`src/rtl/gin_pkg.sv`:
```
// Shared types and helpers for the gin bus-to-caster transmitter.
// Holds the tag-width helper and the transmit FSM state encoding.
package gin_pkg;

    function automatic int gin_idw(input int num_col);
        return (num_col < 2) ? 1 : $clog2(num_col);
    endfunction

    typedef enum logic {
        IDLE = 1'b0,
        SEND = 1'b1
    } gin_tx_state_t;

endpackage

```
`src/rtl/gin_tx_fifo.sv`:
```
// Synchronous FIFO with extra-MSB wrap pointers and a synchronous clear.
// The head word is read straight from the storage flops, so it is valid the cycle after a write.
module gin_tx_fifo #(
    parameter int WIDTH = 19,
    parameter int DEPTH = 4
) (
    input  logic             clk,
    input  logic             rst_n,
    input  logic             clr,
    input  logic             wr_en,
    input  logic [WIDTH-1:0] wr_data,
    input  logic             rd_en,
    output logic [WIDTH-1:0] rd_data,
    output logic             full,
    output logic             empty
);

    localparam int AW = $clog2(DEPTH);

    logic [AW:0]      wr_ptr_q;
    logic [AW:0]      wr_ptr_d;
    logic [AW:0]      rd_ptr_q;
    logic [AW:0]      rd_ptr_d;
    logic [WIDTH-1:0] mem_q [DEPTH];
    logic [WIDTH-1:0] mem_d [DEPTH];

    assign full    = (wr_ptr_q[AW] != rd_ptr_q[AW]) && (wr_ptr_q[AW-1:0] == rd_ptr_q[AW-1:0]);
    assign empty   = (wr_ptr_q == rd_ptr_q);
    assign rd_data = mem_q[rd_ptr_q[AW-1:0]];

    // Next-state pointers and storage; a clear wins over any write or read in the same cycle
    always_comb begin
        mem_d    = mem_q;
        wr_ptr_d = wr_ptr_q;
        rd_ptr_d = rd_ptr_q;
        if (clr) begin
            wr_ptr_d = '0;
            rd_ptr_d = '0;
        end else begin
            if (wr_en && !full) begin
                mem_d[wr_ptr_q[AW-1:0]] = wr_data;
                wr_ptr_d = wr_ptr_q + {{AW{1'b0}}, 1'b1};
            end else begin
                wr_ptr_d = wr_ptr_q;
            end
            if (rd_en && !empty) begin
                rd_ptr_d = rd_ptr_q + {{AW{1'b0}}, 1'b1};
            end else begin
                rd_ptr_d = rd_ptr_q;
            end
        end
    end

    // Pointer and storage registers
    always_ff @(posedge clk or negedge rst_n) begin
        if (!rst_n) begin
            wr_ptr_q <= '0;
            rd_ptr_q <= '0;
            for (int i = 0; i < DEPTH; i++) begin
                mem_q[i] <= '0;
            end
        end else begin
            wr_ptr_q <= wr_ptr_d;
            rd_ptr_q <= rd_ptr_d;
            for (int i = 0; i < DEPTH; i++) begin
                mem_q[i] <= mem_d[i];
            end
        end
    end

endmodule

```
`src/rtl/gin_bus_tx.sv`:
```
// Bus-to-caster transmitter: buffers (data, tag) packets and broadcasts each one to NUM_COL casters,
// retiring a packet only once every targeted caster has signalled ready.
module gin_bus_tx
    import gin_pkg::*;
#(
    parameter int DATA_WIDTH = 16,
    parameter int NUM_COL    = 4,
    parameter int FIFO_DEPTH = 4,
    parameter int CNT_WIDTH  = 16,
    localparam int IDW       = gin_idw(NUM_COL)
) (
    input  logic                   clk,
    input  logic                   rst_n,
    input  logic                   en,
    input  logic                   flush,
    input  logic                   s_valid,
    output logic                   s_ready,
    input  logic [DATA_WIDTH-1:0]  s_data,
    input  logic [IDW-1:0]         s_tag,
    input  logic                   s_bcast,
    input  logic [NUM_COL*IDW-1:0] col_id,
    input  logic [NUM_COL-1:0]     caster_ready,
    output logic                   bus_valid,
    output logic [DATA_WIDTH-1:0]  bus_data,
    output logic [IDW-1:0]         bus_tag,
    output logic [NUM_COL-1:0]     caster_en,
    output logic                   busy,
    output logic [CNT_WIDTH-1:0]   tx_count,
    output logic [CNT_WIDTH-1:0]   drop_count,
    output logic                   err_nomatch
);

    typedef struct packed {
        logic [DATA_WIDTH-1:0] data;
        logic [IDW-1:0]        tag;
        logic                  bcast;
    } tx_word_t;

    localparam int WORD_W = $bits(tx_word_t);

    function automatic logic [NUM_COL-1:0] col_mask(
        input logic [IDW-1:0]         tag,
        input logic                   bcast,
        input logic [NUM_COL*IDW-1:0] ids
    );
        logic [NUM_COL-1:0] m;
        for (int c = 0; c < NUM_COL; c++) begin
            m[c] = bcast | (ids[c*IDW +: IDW] == tag);
        end
        return m;
    endfunction

    function automatic logic [CNT_WIDTH-1:0] sat_inc(input logic [CNT_WIDTH-1:0] v);
        return (&v) ? v : v + {{(CNT_WIDTH-1){1'b0}}, 1'b1};
    endfunction

    gin_tx_state_t         state_q;
    gin_tx_state_t         state_d;
    logic                  bus_valid_q;
    logic                  bus_valid_d;
    logic [DATA_WIDTH-1:0] bus_data_q;
    logic [DATA_WIDTH-1:0] bus_data_d;
    logic [IDW-1:0]        bus_tag_q;
    logic [IDW-1:0]        bus_tag_d;
    logic [NUM_COL-1:0]    caster_en_q;
    logic [NUM_COL-1:0]    caster_en_d;
    logic [CNT_WIDTH-1:0]  tx_count_q;
    logic [CNT_WIDTH-1:0]  tx_count_d;
    logic [CNT_WIDTH-1:0]  drop_count_q;
    logic [CNT_WIDTH-1:0]  drop_count_d;
    logic                  err_nomatch_q;
    logic                  err_nomatch_d;

    tx_word_t              wr_word_s;
    tx_word_t              head_s;
    logic [WORD_W-1:0]     head_raw_s;
    logic [NUM_COL-1:0]    head_mask_s;
    logic                  fifo_full_s;
    logic                  fifo_empty_s;
    logic                  push_s;
    logic                  done_s;
    logic                  fetch_s;

    assign s_ready   = rst_n & ~fifo_full_s;
    assign push_s    = s_valid & s_ready & ~flush;
    assign wr_word_s = '{data: s_data, tag: s_tag, bcast: s_bcast};
    assign head_s    = tx_word_t'(head_raw_s);
    // Decoded against the live col_id only when the head is loaded, so the bus is never re-decoded
    assign head_mask_s = col_mask(head_s.tag, head_s.bcast, col_id);
    assign done_s    = (state_q == SEND) && (&(caster_ready | ~caster_en_q));
    assign fetch_s   = en && !fifo_empty_s && !flush && ((state_q == IDLE) || done_s);

    gin_tx_fifo #(
        .WIDTH (WORD_W),
        .DEPTH (FIFO_DEPTH)
    ) u_fifo (
        .clk     (clk),
        .rst_n   (rst_n),
        .clr     (flush),
        .wr_en   (push_s),
        .wr_data (wr_word_s),
        .rd_en   (fetch_s),
        .rd_data (head_raw_s),
        .full    (fifo_full_s),
        .empty   (fifo_empty_s)
    );

    // FSM next state: retire on done, then chain-load the next head or fall back to IDLE
    always_comb begin
        state_d       = state_q;
        bus_valid_d   = bus_valid_q;
        bus_data_d    = bus_data_q;
        bus_tag_d     = bus_tag_q;
        caster_en_d   = caster_en_q;
        tx_count_d    = tx_count_q;
        drop_count_d  = drop_count_q;
        err_nomatch_d = 1'b0;
        if (flush) begin
            state_d     = IDLE;
            bus_valid_d = 1'b0;
            caster_en_d = '0;
        end else begin
            if (done_s) begin
                tx_count_d = sat_inc(tx_count_q);
            end else begin
                tx_count_d = tx_count_q;
            end
            if (fetch_s) begin
                if (|head_mask_s) begin
                    state_d     = SEND;
                    bus_valid_d = 1'b1;
                    bus_data_d  = head_s.data;
                    bus_tag_d   = head_s.tag;
                    caster_en_d = head_mask_s;
                end else begin
                    state_d       = IDLE;
                    bus_valid_d   = 1'b0;
                    caster_en_d   = '0;
                    err_nomatch_d = 1'b1;
                    drop_count_d  = sat_inc(drop_count_q);
                end
            end else if (done_s) begin
                state_d     = IDLE;
                bus_valid_d = 1'b0;
                caster_en_d = '0;
            end else begin
                state_d = state_q;
            end
        end
    end

    // FSM and registered outputs
    always_ff @(posedge clk or negedge rst_n) begin
        if (!rst_n) begin
            state_q       <= IDLE;
            bus_valid_q   <= 1'b0;
            bus_data_q    <= '0;
            bus_tag_q     <= '0;
            caster_en_q   <= '0;
            tx_count_q    <= '0;
            drop_count_q  <= '0;
            err_nomatch_q <= 1'b0;
        end else begin
            state_q       <= state_d;
            bus_valid_q   <= bus_valid_d;
            bus_data_q    <= bus_data_d;
            bus_tag_q     <= bus_tag_d;
            caster_en_q   <= caster_en_d;
            tx_count_q    <= tx_count_d;
            drop_count_q  <= drop_count_d;
            err_nomatch_q <= err_nomatch_d;
        end
    end

    assign bus_valid   = bus_valid_q;
    assign bus_data    = bus_data_q;
    assign bus_tag     = bus_tag_q;
    assign caster_en   = caster_en_q;
    assign tx_count    = tx_count_q;
    assign drop_count  = drop_count_q;
    assign err_nomatch = err_nomatch_q;
    assign busy        = ~fifo_empty_s | bus_valid_q;

endmodule

```
`config.mk`:
```
export PLATFORM = sky130hd
export DESIGN_NAME = gin_bus_tx
export DESIGN_NICKNAME = d
export VERILOG_FILES = /design/src/rtl/gin_pkg.sv /design/src/rtl/gin_tx_fifo.sv /design/src/rtl/gin_bus_tx.sv
export SDC_FILE = /design/constraint.sdc
export NUM_CORES = 1
export LEC_CHECK = 0
export BUFFER_PORTS_ARGS = -buffer_cell sky130_fd_sc_hd__buf_2
export CORE_MARGIN = 10
export CORE_UTILIZATION = 52
export DETAILED_ROUTE_END_ITERATION = 10
export MAX_ROUTING_LAYER = met4
export PLACE_DENSITY_LB_ADDON = 0.3
export SLEW_MARGIN = 20
export SYNTH_ARGS = -nofsm -noshare
export SYNTH_HDL_FRONTEND = slang
export SYNTH_SLANG_ARGS = --single-unit
```
`constraint.sdc`:
```
create_clock -name clk -period 2.5 [get_ports clk]
set_clock_uncertainty 0.15 [all_clocks]
set_input_delay 0.25 -clock clk [delete_from_list [all_inputs] [get_ports clk]]
set_output_delay 0.25 -clock clk [all_outputs]
set_load 0.01 [all_outputs]
```
Word level (Yosys, flattened, before mapping)
Index checks and enable logic that the tools add are counted.

cells by class
  eq/ne operators = 7
  bitwise gates (word level) = 19
  reductions and logical operators = 23
  multiplexer cells = 21
  $add $sub $neg = 4
  order comparisons = 3

operators with widths
  operator                 count
  $bwmux W76               1
  $mux W19                 3
  $bmux W19 S2             1
  $demux W19 S2            1
  $add A16 B1 Y16 const B  2
  $reduce_and A16 Y1       2
  $mux W4                  4
  $mux W3                  4
  $eq A2 B2 Y1             5
  $logic_and A1 B1 Y1      8
  $reduce_and A4 Y1        2
  $mux W1                  7
  $not A1 Y1               7
  $add A3 B1 Y3 const B    2
  $ge A3 B3 Y1 const B     2
  $not A2 Y3               2
  $reduce_and A3 Y1        2
  $or A1 B1 Y1             5
  $not A4 Y4               1
  $or A4 B4 Y4             1
  $reduce_bool A2 Y1       2
  $reduce_or A4 Y1         1
  $and A1 B1 Y1            3
  $eq A3 B3 Y1             1
  6 further kinds          8

word-level totals
  flip-flop bits (word level) = 138
  output and inout port bits = 58
  input port bits = 36
  logic and storage cells = 90

Longest topological paths before layout
Gate-level depths: netlist of the first run.

  depth in word-level cells = 10
  mapped depth = 8

Hierarchy
Synthesis of the first run repeated with hierarchy kept, for this count alone.

second synthesis, totals
  cells, all modules = 473
  area total of the unflattened synthesis = 6588.8 um2

modules (own cells, without submodules)
  module       cells an instance  instances  area an instance (um2)  seq. area each (um2)
  gin_tx_fifo  251                1          3960.0                  2052.0
  gin_bus_tx   222                1          2628.8                  1401.3

Worst setup path after synthesis of the first run
Ideal clock, no wire load.

  path type = reg2reg
  from = reg u_fifo.rd_ptr_q[0]
  to = reg bus_data_q[1] (netlist: bus_data[1])
  arrival time = 2.272 ns
  setup slack = -0.048 ns
  buffers on the path = 2
  clock period less this slack = 2.548 ns
  cell stages (with the launch flop) = 7
  cells stage by stage = dfrtp_1 -> buf_2 -> mux4_2 -> a221oi_4 -> a21oi_4 -> buf_6 -> mux2_4

on the way
  word-level cells in the longest chain between the ends = 8
  elaborated cells between the ends (all ways) = 19

ends and longest elaborated chain
  what                                          RTL line           RTL
  from (decl)                                   gin_tx_fifo.sv:22  logic [AW:0] rd_ptr_q;
  from (signal assigned)                        gin_tx_fifo.sv:64  rd_ptr_q <= rd_ptr_d;
  $not A2 Y3 (implied by the code)              gin_tx_fifo.sv:29  assign rd_data = mem_q[rd_ptr_q[AW-1:0]];
  $bmux W19 S2                                  gin_tx_fifo.sv:29
  $mux W19 (implied by the code) (2 in series)  gin_tx_fifo.sv:29
  $eq A2 B2 Y1                                  gin_bus_tx.sv:48   m[c] = bcast | (ids[c*IDW +: IDW] == tag);
  $or A1 B1 Y1                                  gin_bus_tx.sv:48
  $reduce_or A4 Y1                              gin_bus_tx.sv:129  if (|head_mask_s) begin
  $reduce_and A3 Y1 (no line)                   -
  to (signal assigned)                          gin_bus_tx.sv:166  bus_data_q <= bus_data_d;
  to (decl)                                     gin_bus_tx.sv:61   logic [DATA_WIDTH-1:0] bus_data_q;

Parallel ways exist; a longest one is shown, timed or not. The select of a mux whose other input is x is not followed.
A chain may end at the register's enable or synchronous reset.

Worst setup path after layout of the first run
  from = reg u_fifo.rd_ptr_q[0]
  to = reg drop_count_q[1] (netlist: drop_count[1])

on the way
  word-level cells in the longest chain between the ends = 9
  elaborated cells between the ends (all ways) = 20

ends and longest elaborated chain
  what                                          RTL line           RTL
  $not A2 Y3 (implied by the code)              gin_tx_fifo.sv:29
  $bmux W19 S2                                  gin_tx_fifo.sv:29
  $mux W19 (implied by the code) (2 in series)  gin_tx_fifo.sv:29
  $eq A2 B2 Y1                                  gin_bus_tx.sv:48
  $or A1 B1 Y1                                  gin_bus_tx.sv:48
  $reduce_or A4 Y1                              gin_bus_tx.sv:129
  $not A1 Y1 (no line)                          -
  $reduce_and A4 Y1 (no line) *                 -
  to (signal assigned)                          gin_bus_tx.sv:170  drop_count_q <= drop_count_d;
  to (decl)                                     gin_bus_tx.sv:69   logic [CNT_WIDTH-1:0] drop_count_q;

Mark *: on every way between the ends. The rest lies on a longest branch, timed or not. The select of a mux whose other input is x is not followed.

==> flow_metrics.env, run 1 <==
export IMPL_required_ps=2650
export IMPL_detail_route_antenna_nets=0
export IMPL_cts_buffers=17
export IMPL_port_buffers=93
export IMPL_setup_viol=0
export IMPL_cp_start_kind="flop"
export IMPL_worst_hold_path_type="input port to flop"
export IMPL_stdcell_area_um2=8040
export IMPL_cts_root_buf="clkbuf_16"
export IMPL_cts_buffer_depth=2
export IMPL_clk_pin_slew_ps=60
export IMPL_synthFlopType="dfrtp_1"
export IMPL_dpl_cell_area_um2=7210
export IMPL_synth_common_cells="138 x dfrtp_1, 87 x mux2_2, 26 x xnor2_1"
export IMPL_reg2reg_slack_ps=20
export IMPL_finalHoldViolCount=0
export IMPL_synth_top_area_frac=0.542
export IMPL_cap_violations=0
export IMPL_clk_insertion_delay_late_ps=420
export IMPL_fin_ws_ps=17.6
export IMPL_tritoncts="yes"
export IMPL_clock_fmax_mhz=403
export IMPL_via_per_inst=5.53
export IMPL_grt_pass1_wl_mm=23.1
export IMPL_min_period_over_period=0.993
export IMPL_drive_above_1_share=0.439
export IMPL_clock_sinks=138
export IMPL_fp_row_count=40
export IMPL_antenna_cells=0
export IMPL_drt_initial_drc_count=263
export IMPL_die_w_um=131
export IMPL_ys_top_cells_by_area="dfrtp_1 54%, mux2_2 15%, mux4_2 6.7%, xnor2_1 3.6%, xor2_1 2.3%"
export IMPL_dieArea_um2=17100
export IMPL_die_h_um=131
export IMPL_ys_warn_count=0
export IMPL_grt_use_total=0.179
export IMPL_synth_area_per_cell_um2=13.8
export IMPL_finalWirelength_mm=14.1
export IMPL_preCtsSetupSlack_ps=-15.9
export IMPL_fp_coreArea_um2=12000
export IMPL_grt_max_degree=82
export IMPL_p_per_area_nw_per_um2=844
export IMPL_ir_worst_vdd_uv=524
export IMPL_drt_pass1_iterations=5
export IMPL_drc=0
export IMPL_rsz0062_at_grt="true"
export IMPL_start_util=0.530
export IMPL_synthCells=461
export IMPL_yosysTopAreaCell="dfrtp_1"
export IMPL_syn_cell_area_um2=6370
export IMPL_wire_per_inst_um=18.5
export IMPL_hpwl_mm=9.73
export IMPL_syn_num_nets=504
export IMPL_crit_fanout=5
export IMPL_tightest_slew_ps=726
export IMPL_slew_headroom=0.516
export IMPL_synth_seq_cells=138
export IMPL_cp_arrival_ps=2630
export IMPL_yosysMostFrequentCell="dfrtp_1"
export IMPL_status="complete, no violations"
export IMPL_gp_congestion=0.798
export IMPL_antenna_found_initial=0
export IMPL_async_flop_share=1.00
export IMPL_fin_nets=648
export IMPL_synth_distinct_cells=43
export IMPL_vias=4232
export IMPL_grt_pass1_vias=4453
export IMPL_crit_type="flop to flop"
export IMPL_hold_ws_ps=180
export IMPL_total_leakage_power_nw=3.81
export IMPL_io_pins=94
export IMPL_htreeDepth=4
export IMPL_synth_edf_count=0
export IMPL_area_delta_synth_final_pct=26.2
export IMPL_grt_overflow_total=0
export IMPL_ys_seq_area_frac=0.542
export IMPL_drv_slew=0
export IMPL_end_kind="flop"
export IMPL_period_minus_slack_ps=2480
## routing by layer
metal,GRT usage,part of all wire
met5,-,0
met4,0.0549,0.013
met3,0.0520,0.050
met1,0.221,0.44
met2,0.281,0.49
## final cells by class
| cell class | count | area (µm²) |
|---|---|---|
| inverters | 10 | 37.5 |
| well taps | 147 | 184 |
| fillers | 887 | 3980 |
| clock inverters | 9 | 90.1 |
| flip-flops and latches | 138 | 3450 |
| repair buffers | 143 | 991 |
| multi-input cells | 295 | 2800 |
| clock buffers | 23 | 478 |
## worst paths after layout
check	start	endpoint	cells after the start
hold / removal	col_id[5]	caster_en[2]	4
setup reg to reg	u_fifo.rd_ptr_q[0]	drop_count[1]	6
hold reg to reg	tx_count[12]	tx_count[12]	1
max in group asynchronous	rst_n	u_fifo.rd_ptr_q[0]	3
setup / recovery	u_fifo.rd_ptr_q[0]	drop_count[1]	6
min in group asynchronous	rst_n	u_fifo.mem_q[64]	3
## power breakdown
| part | switching, mW | leakage, nW | total, mW | internal, mW |
|---|---|---|---|---|
| clock network | 0.921 | 0.274 | 2.37 | 1.45 |
| registers | 0.248 | 1.81 | 2.87 | 2.62 |
| logic | 0.690 | 1.72 | 1.54 | 0.850 |
## per-stage QoR
step,power (mW),setup TNS (ps),util,std cells
floorplan,3.79,-172,-,461
global placement,4.35,0,0.600,709
detailed placement,4.42,-15.9,0.600,709
CTS,6.86,-9.50,0.668,765
global route,7.13,-419,0.669,765
finish,6.78,0,0.669,765
## flip-flops by register name (all words and copies together), names as in the netlist
register         flops
bus_data            16
drop_count          16
err_nomatch          1
caster_en            4
u_fifo.rd_ptr_q      3
bus_tag              2
tx_count            16
u_fifo.wr_ptr_q      3
bus_valid            1
u_fifo.mem_q        76
## critical path, cell delays in order (launching register included)
cell,delay (ps)
dfrtp_2,400
mux4_2,620
xnor2_2,200
a221oi_4,360
buf_6,150
nand4_1,160
mux2_2,320
## layout by cell type, fill, tap and decap left out, drive strengths merged, types with 9 or more instances in the layout
cell type	synthesis	final
buf	11	120
clkbuf	7	23
dfrtp	138	138
dlygate4sd3	0	23
inv	10	11
mux2	96	96
mux4	19	19
nand2	22	22
nand3	11	11
nand4	20	20
nor2	12	12
nor3	9	9
xnor2	26	26
xor2	17	17
## timing repair
item | 4_1_cts | 5_1_grt
hold buffers | 23 | 0
setup endpoints to repair | 2 | 34
resized for setup | 1 | 3
buffers inserted | 1 | 0
pin swaps | 0 | 1
endpoints found under the hold margin | 143 | 0
## cells by family after synthesis
kind of cell	after synthesis	synth area share
AOI/OAI and AO/OA	20	0.0261
xor gates and xnor gates	43	0.0591
adders and majority gates	7	0.0138
buffers and inverters	28	0.0204
DFF	138	0.542
muxes	116	0.244
and+or+nand+nor	109	0.0945
Note: power is estimated with default switching activity, not from simulation.
==> run 2, diff against run 1 <==
Settings changed: GPL_ROUTABILITY_DRIVEN from default to 1, PLACE_DENSITY from default to 0.77, PLACE_DENSITY_LB_ADDON 0.3 to default.
==> run 2 against run 1 <==
Combinational power grew 5%; sequential share of layout area shrank 0.46 points; routed wire length grew 3.4%; final area grew 1.1%; sequential power is essentially flat; power grew 4.8%; non-clock buffer count is the same; worst hold slack lost 150 ps; worst setup slack lost 8.9 ps; cell count shrank 0.13%; clock-buffer cell count shrank 3.
==> flow_metrics.env, run 2 (synthesized netlist as in run 1, its figures left out) <==
export IMPL_tritoncts="yes"
export IMPL_setup_tns_ps=0
export IMPL_die_h_um=131
export IMPL_cp_arrival_ps=2640
export IMPL_largest_register_ffs=76
export IMPL_antenna_found_initial=0
export IMPL_p_per_area_nw_per_um2=875
export IMPL_drv_slew=0
export IMPL_hpwl_mm=9.64
export IMPL_final_core_util=0.676
export IMPL_slew_headroom=0.522
export IMPL_clk_pin_slew_ps=60
export IMPL_grt_overflow_total=0
export IMPL_port_buffers=93
export IMPL_cts_buffers=17
export IMPL_dieArea_um2=17100
export IMPL_rsz0062_at_grt="true"
export IMPL_clk_insertion_delay_late_ps=420
export IMPL_area_delta_synth_final_pct=27.5
export IMPL_cts_root_buf="clkbuf_16"
export IMPL_cap_violations=0
export IMPL_vias=4347
export IMPL_gp_congestion=0.799
export IMPL_required_ps=2650
export IMPL_via_per_inst=5.69
export IMPL_n_fill_cell=872
export IMPL_min_period_over_period=0.997
export IMPL_clock_sinks=138
export IMPL_fin_nets=648
export IMPL_p_total_mw=7.10
export IMPL_final_cell_mix="137 x dfrtp_1, 93 x buf_2, 87 x mux2_2, 22 x nand2_1, 21 x dlygate4sd3_1"
export IMPL_fp_row_count=40
export IMPL_cp_start_kind="flop"
export IMPL_dp_cells=707
export IMPL_status="complete, no violations"
export IMPL_drc=0
export IMPL_end_kind="flop"
export IMPL_fp_coreArea_um2=12000
export IMPL_regMostFlops="u_fifo.mem_q"
export IMPL_finalWirelength_mm=14.6
export IMPL_tightest_slew_ps=718
export IMPL_setup_viol=0
export IMPL_dpl_cell_area_um2=7200
export IMPL_finalHoldViolCount=0
export IMPL_ir_worst_vdd_uv=624
export IMPL_crit_fanout=13
export IMPL_drt_initial_drc_count=344
export IMPL_fin_ws_ps=8.66
export IMPL_grt_pass1_wl_mm=23.5
export IMPL_total_leakage_power_nw=3.86
export IMPL_cts_buffer_depth=2
export IMPL_htreeDepth=4
export IMPL_crit_type="flop to flop"
export IMPL_grt_pass1_vias=4597
export IMPL_grt_max_degree=139
export IMPL_wire_per_inst_um=19.1
export IMPL_io_pins=94
export IMPL_grt_use_total=0.182
export IMPL_final_common_cell="dfrtp_1"
export IMPL_hold_ws_ps=28.1
export IMPL_worst_hold_path_type="input port to flop"
export IMPL_antenna_cells=0
export IMPL_fin_cells=764
export IMPL_clock_fmax_mhz=401
export IMPL_period_minus_slack_ps=2490
export IMPL_stdcell_area_um2=8120
export IMPL_drive_above_1_share=0.452
export IMPL_die_w_um=131
export IMPL_preCtsSetupSlack_ps=17.4
export IMPL_start_util=0.530
export IMPL_detail_route_antenna_nets=0
export IMPL_drt_pass1_iterations=4
[run 2: cell types whose count changed in the layout (fill, tap and decap cells not counted)]
| cell | change |
|---|---|
| bufinv_16 | +3 |
| dlygate4sd3_1 | -2 |
| clkbuf_8 | -2 |
| buf_2 | +1 |
| xnor2_1 | -6 |
| xnor2_2 | +6 |
| clkinv_4 | -1 |
| buf_4 | +1 |
| clkbuf_1 | -1 |
[run 2: area by class of cell]
class                      instances  area, µm²  share of cell area
sequential                       138       3450               0.425
multi-input combinational        295       2850               0.350
timing repair buffer             143        983               0.121
clock buffer                      20        447              0.0550
tap                              147        184              0.0226
clock inverter                    11        171              0.0211
inverter                          10       37.5             0.00462
[run 2: per-layer routing]
metal | up-vias | track usage | part of all wire
met1 | 2237 | 0.216 | 0.42
met4 | 0 | 0.0510 | 0.011
met2 | 123 | 0.300 | 0.51
li1 | 1972 | - | -
met3 | 15 | 0.0504 | 0.054
met5 | - | - | 0
[run 2: power breakdown]
group,switching [mW],internal (mW)
registers,0.250,2.62
clock network,0.933,1.69
logic,0.728,0.885
[run 2: path summary, 6_finish.rpt]
check                                      to  slack [ps]  depth (start not counted)               start
setup / recovery                  bus_data[6]           9                          6  u_fifo.rd_ptr_q[0]
hold / removal             u_fifo.wr_ptr_q[0]          30                          4             s_valid
min in group asynchronous        tx_count[14]         380                          3               rst_n
max in group asynchronous  u_fifo.rd_ptr_q[0]        1280                          3               rst_n
hold reg to reg                  bus_data[15]         350                          1        bus_data[15]
setup reg to reg                  bus_data[6]           9                          6  u_fifo.rd_ptr_q[0]
[run 2: critical path, stage by stage, from the launching register on]
cell	delay [ps]
dfrtp_2	410
mux4_2	640
xnor2_2	210
a221oi_4	370
a21oi_4	110
buf_12	170
mux2_4	300
[run 2: timing repair]
item                                   in CTS  in global routing
hold buffers                               21                  0
cloned                                      0                  1
buffers inserted                            0                  4
resized for setup                           2                  8
setup endpoints to repair                   3                 27
endpoints found under the hold margin     218                  0
pin swaps                                   1                  9
==> run 3, diff against run 2 <==
Settings changed: CORE_MARGIN 10 to default.
==> run 3 against run 2 <==
Via count unchanged; the flow now finishes with violations (setup timing); utilization is 0.38 points higher; routed wire length is 6.6% lower; clock-buffer cell count is 3 higher; worst setup slack got worse by 46 ps; global-route usage is 6.4 points higher; cell count is 0.26% higher.
==> flow_metrics.env, run 3 (synthesized netlist as in run 1, its figures left out) <==
export IMPL_status="complete, but fails checks"
export IMPL_violations="setup timing"
export IMPL_htreeDepth=4
export IMPL_clk_insertion_delay_late_ps=420
export IMPL_worstHoldPathCells=4
export IMPL_slew_headroom=0.391
export IMPL_antenna_cells=0
export IMPL_grt_max_degree=74
export IMPL_drt_initial_drc_count=227
export IMPL_grt_overflow_total=0
export IMPL_rsz0062_at_grt="true"
export IMPL_io_pins=94
export IMPL_finalHoldViolCount=0
export IMPL_dieArea_um2=12700
export IMPL_tightest_slew_ps=914
export IMPL_wire_per_inst_um=17.8
export IMPL_clock_fmax_mhz=394
export IMPL_gp_congestion=0.867
export IMPL_stdcell_area_um2=8130
export IMPL_vias=4347
export IMPL_rr_endpoint="bus_data[6]"
export IMPL_die_w_um=113
export IMPL_detail_route_antenna_nets=0
export IMPL_fp_coreArea_um2=12000
export IMPL_worst_path_max_delay_cell="mux4_2"
export IMPL_crit_fanout=12
export IMPL_grt_use_total=0.245
export IMPL_total_leakage_power_nw=3.87
export IMPL_dpl_cell_area_um2=7220
export IMPL_end_kind="flop"
export IMPL_multi_input_area_um2=2850
export IMPL_drv_slew=0
export IMPL_required_ps=2650
export IMPL_r2r_cells=6
export IMPL_crit_type="flop to flop"
export IMPL_cts_root_buf="clkbuf_16"
export IMPL_hpwl_mm=9.11
export IMPL_clk_pin_slew_ps=60
export IMPL_fin_nets=650
export IMPL_grt_pass1_wl_mm=22.9
export IMPL_fin_ws_ps=-37.1
export IMPL_cts_buffer_depth=2
export IMPL_antenna_found_initial=0
export IMPL_final_core_util=0.680
export IMPL_reg2reg_slack_ps=-40
export IMPL_cts_buffers=17
export IMPL_crit_path_end="bus_data[6]"
export IMPL_final_common_cell="dfrtp_1"
export IMPL_via_per_inst=5.67
export IMPL_p_total_mw=6.98
export IMPL_clock_sinks=138
export IMPL_drc=0
export IMPL_die_h_um=113
export IMPL_largest_register_ffs=76
export IMPL_cp_arrival_ps=2680
export IMPL_period_minus_slack_ps=2540
export IMPL_setup_viol=11
export IMPL_start_util=0.532
export IMPL_preCtsSetupSlack_ps=-73.3
export IMPL_ir_worst_vdd_uv=493
export IMPL_drive_above_1_share=0.451
export IMPL_seqCellArea_um2=3450
export IMPL_grt_pass1_vias=4547
export IMPL_worst_hold_path_type="input port to flop"
export IMPL_regMostFlops="u_fifo.mem_q"
export IMPL_min_period_over_period=1.01
export IMPL_crit_start="u_fifo.rd_ptr_q[0]"
export IMPL_area_delta_synth_final_pct=27.7
export IMPL_crit_chain="mux4_2 > xnor2_4 > a221oi_4 > a21oi_4 > buf_12 > mux2_4"
export IMPL_final_cell_mix="137 x dfrtp_1, 92 x buf_2, 87 x mux2_2, 22 x nand2_1, 21 x dlygate4sd3_1"
export IMPL_p_per_area_nw_per_um2=859
export IMPL_n_fill_cell=864
export IMPL_cap_violations=0
export IMPL_max_stage_delay_ps=670
export IMPL_tritoncts="yes"
export IMPL_port_buffers=93
export IMPL_drt_pass1_iterations=4
export IMPL_fp_row_count=40
export IMPL_rr_startpoint="u_fifo.rd_ptr_q[0]"
export IMPL_cp_start_kind="flop"
export IMPL_finalWirelength_mm=13.7
## run 3: per-stage QoR
step,std cells,setup TNS [ps],hold slack (ps)
after floorplan,461,-172,-196
after global placement,712,0,315
after detailed placement,712,-1530,341
after CTS,765,0,17.6
after global routing,766,-2500,32.6
final,766,-241,39.0
## run 3: timing repair
item | CTS | global route
gates resized for setup | 6 | 9
buffers inserted | 1 | 0
hold endpoints to repair | 218 | 0
setup endpoints to repair | 35 | 34
hold buffers | 21 | 0
cloned | 0 | 1
pin swaps | 1 | 8
## run 3: routing by layer
| layer | vias to the layer above | global-route usage | share of wire |
|---|---|---|---|
| met5 | - | - | 0 |
| met1 | 2221 | 0.312 | 0.45 |
| met2 | 131 | 0.391 | 0.50 |
| li1 | 1975 | - | - |
| met3 | 20 | 0.0540 | 0.038 |
| met4 | 0 | 0.0862 | 0.015 |
## run 3: where the power goes
part | switching (mW) | total, mW | internal (mW)
clock | 0.883 | 2.49 | 1.61
combinational | 0.706 | 1.61 | 0.909
sequential | 0.259 | 2.88 | 2.62
total | 1.85 | 6.98 | 5.14
## run 3: area by class of cell
cell class              count  area share
repair buffers            145       0.125
multi-input cells         295       0.351
inverters                  10     0.00461
clock inverters             8      0.0146
flip-flops and latches    138       0.425
well taps                 147      0.0226
clock buffers              23      0.0575
## run 3: how the worst min path moves through the flow
stage	startpoint	to
final	s_valid	u_fifo.wr_ptr_q[1]
after global routing	s_valid	u_fifo.wr_ptr_q[1]
after CTS	s_valid	u_fifo.wr_ptr_q[1]
after detailed placement	u_fifo.mem_q[11]	u_fifo.mem_q[11]
after global placement	tx_count[10]	tx_count[10]
after floorplan	rst_n	bus_data[0]
## run 3: critical path, delay by kind of cell, from the launching register on
| kind | cells | cell delay, ps |
|---|---|---|
| compound gates | 2 | 480 |
| xor+xnor | 1 | 210 |
| buf+inv | 1 | 180 |
| flops | 1 | 410 |
| mux | 2 | 970 |
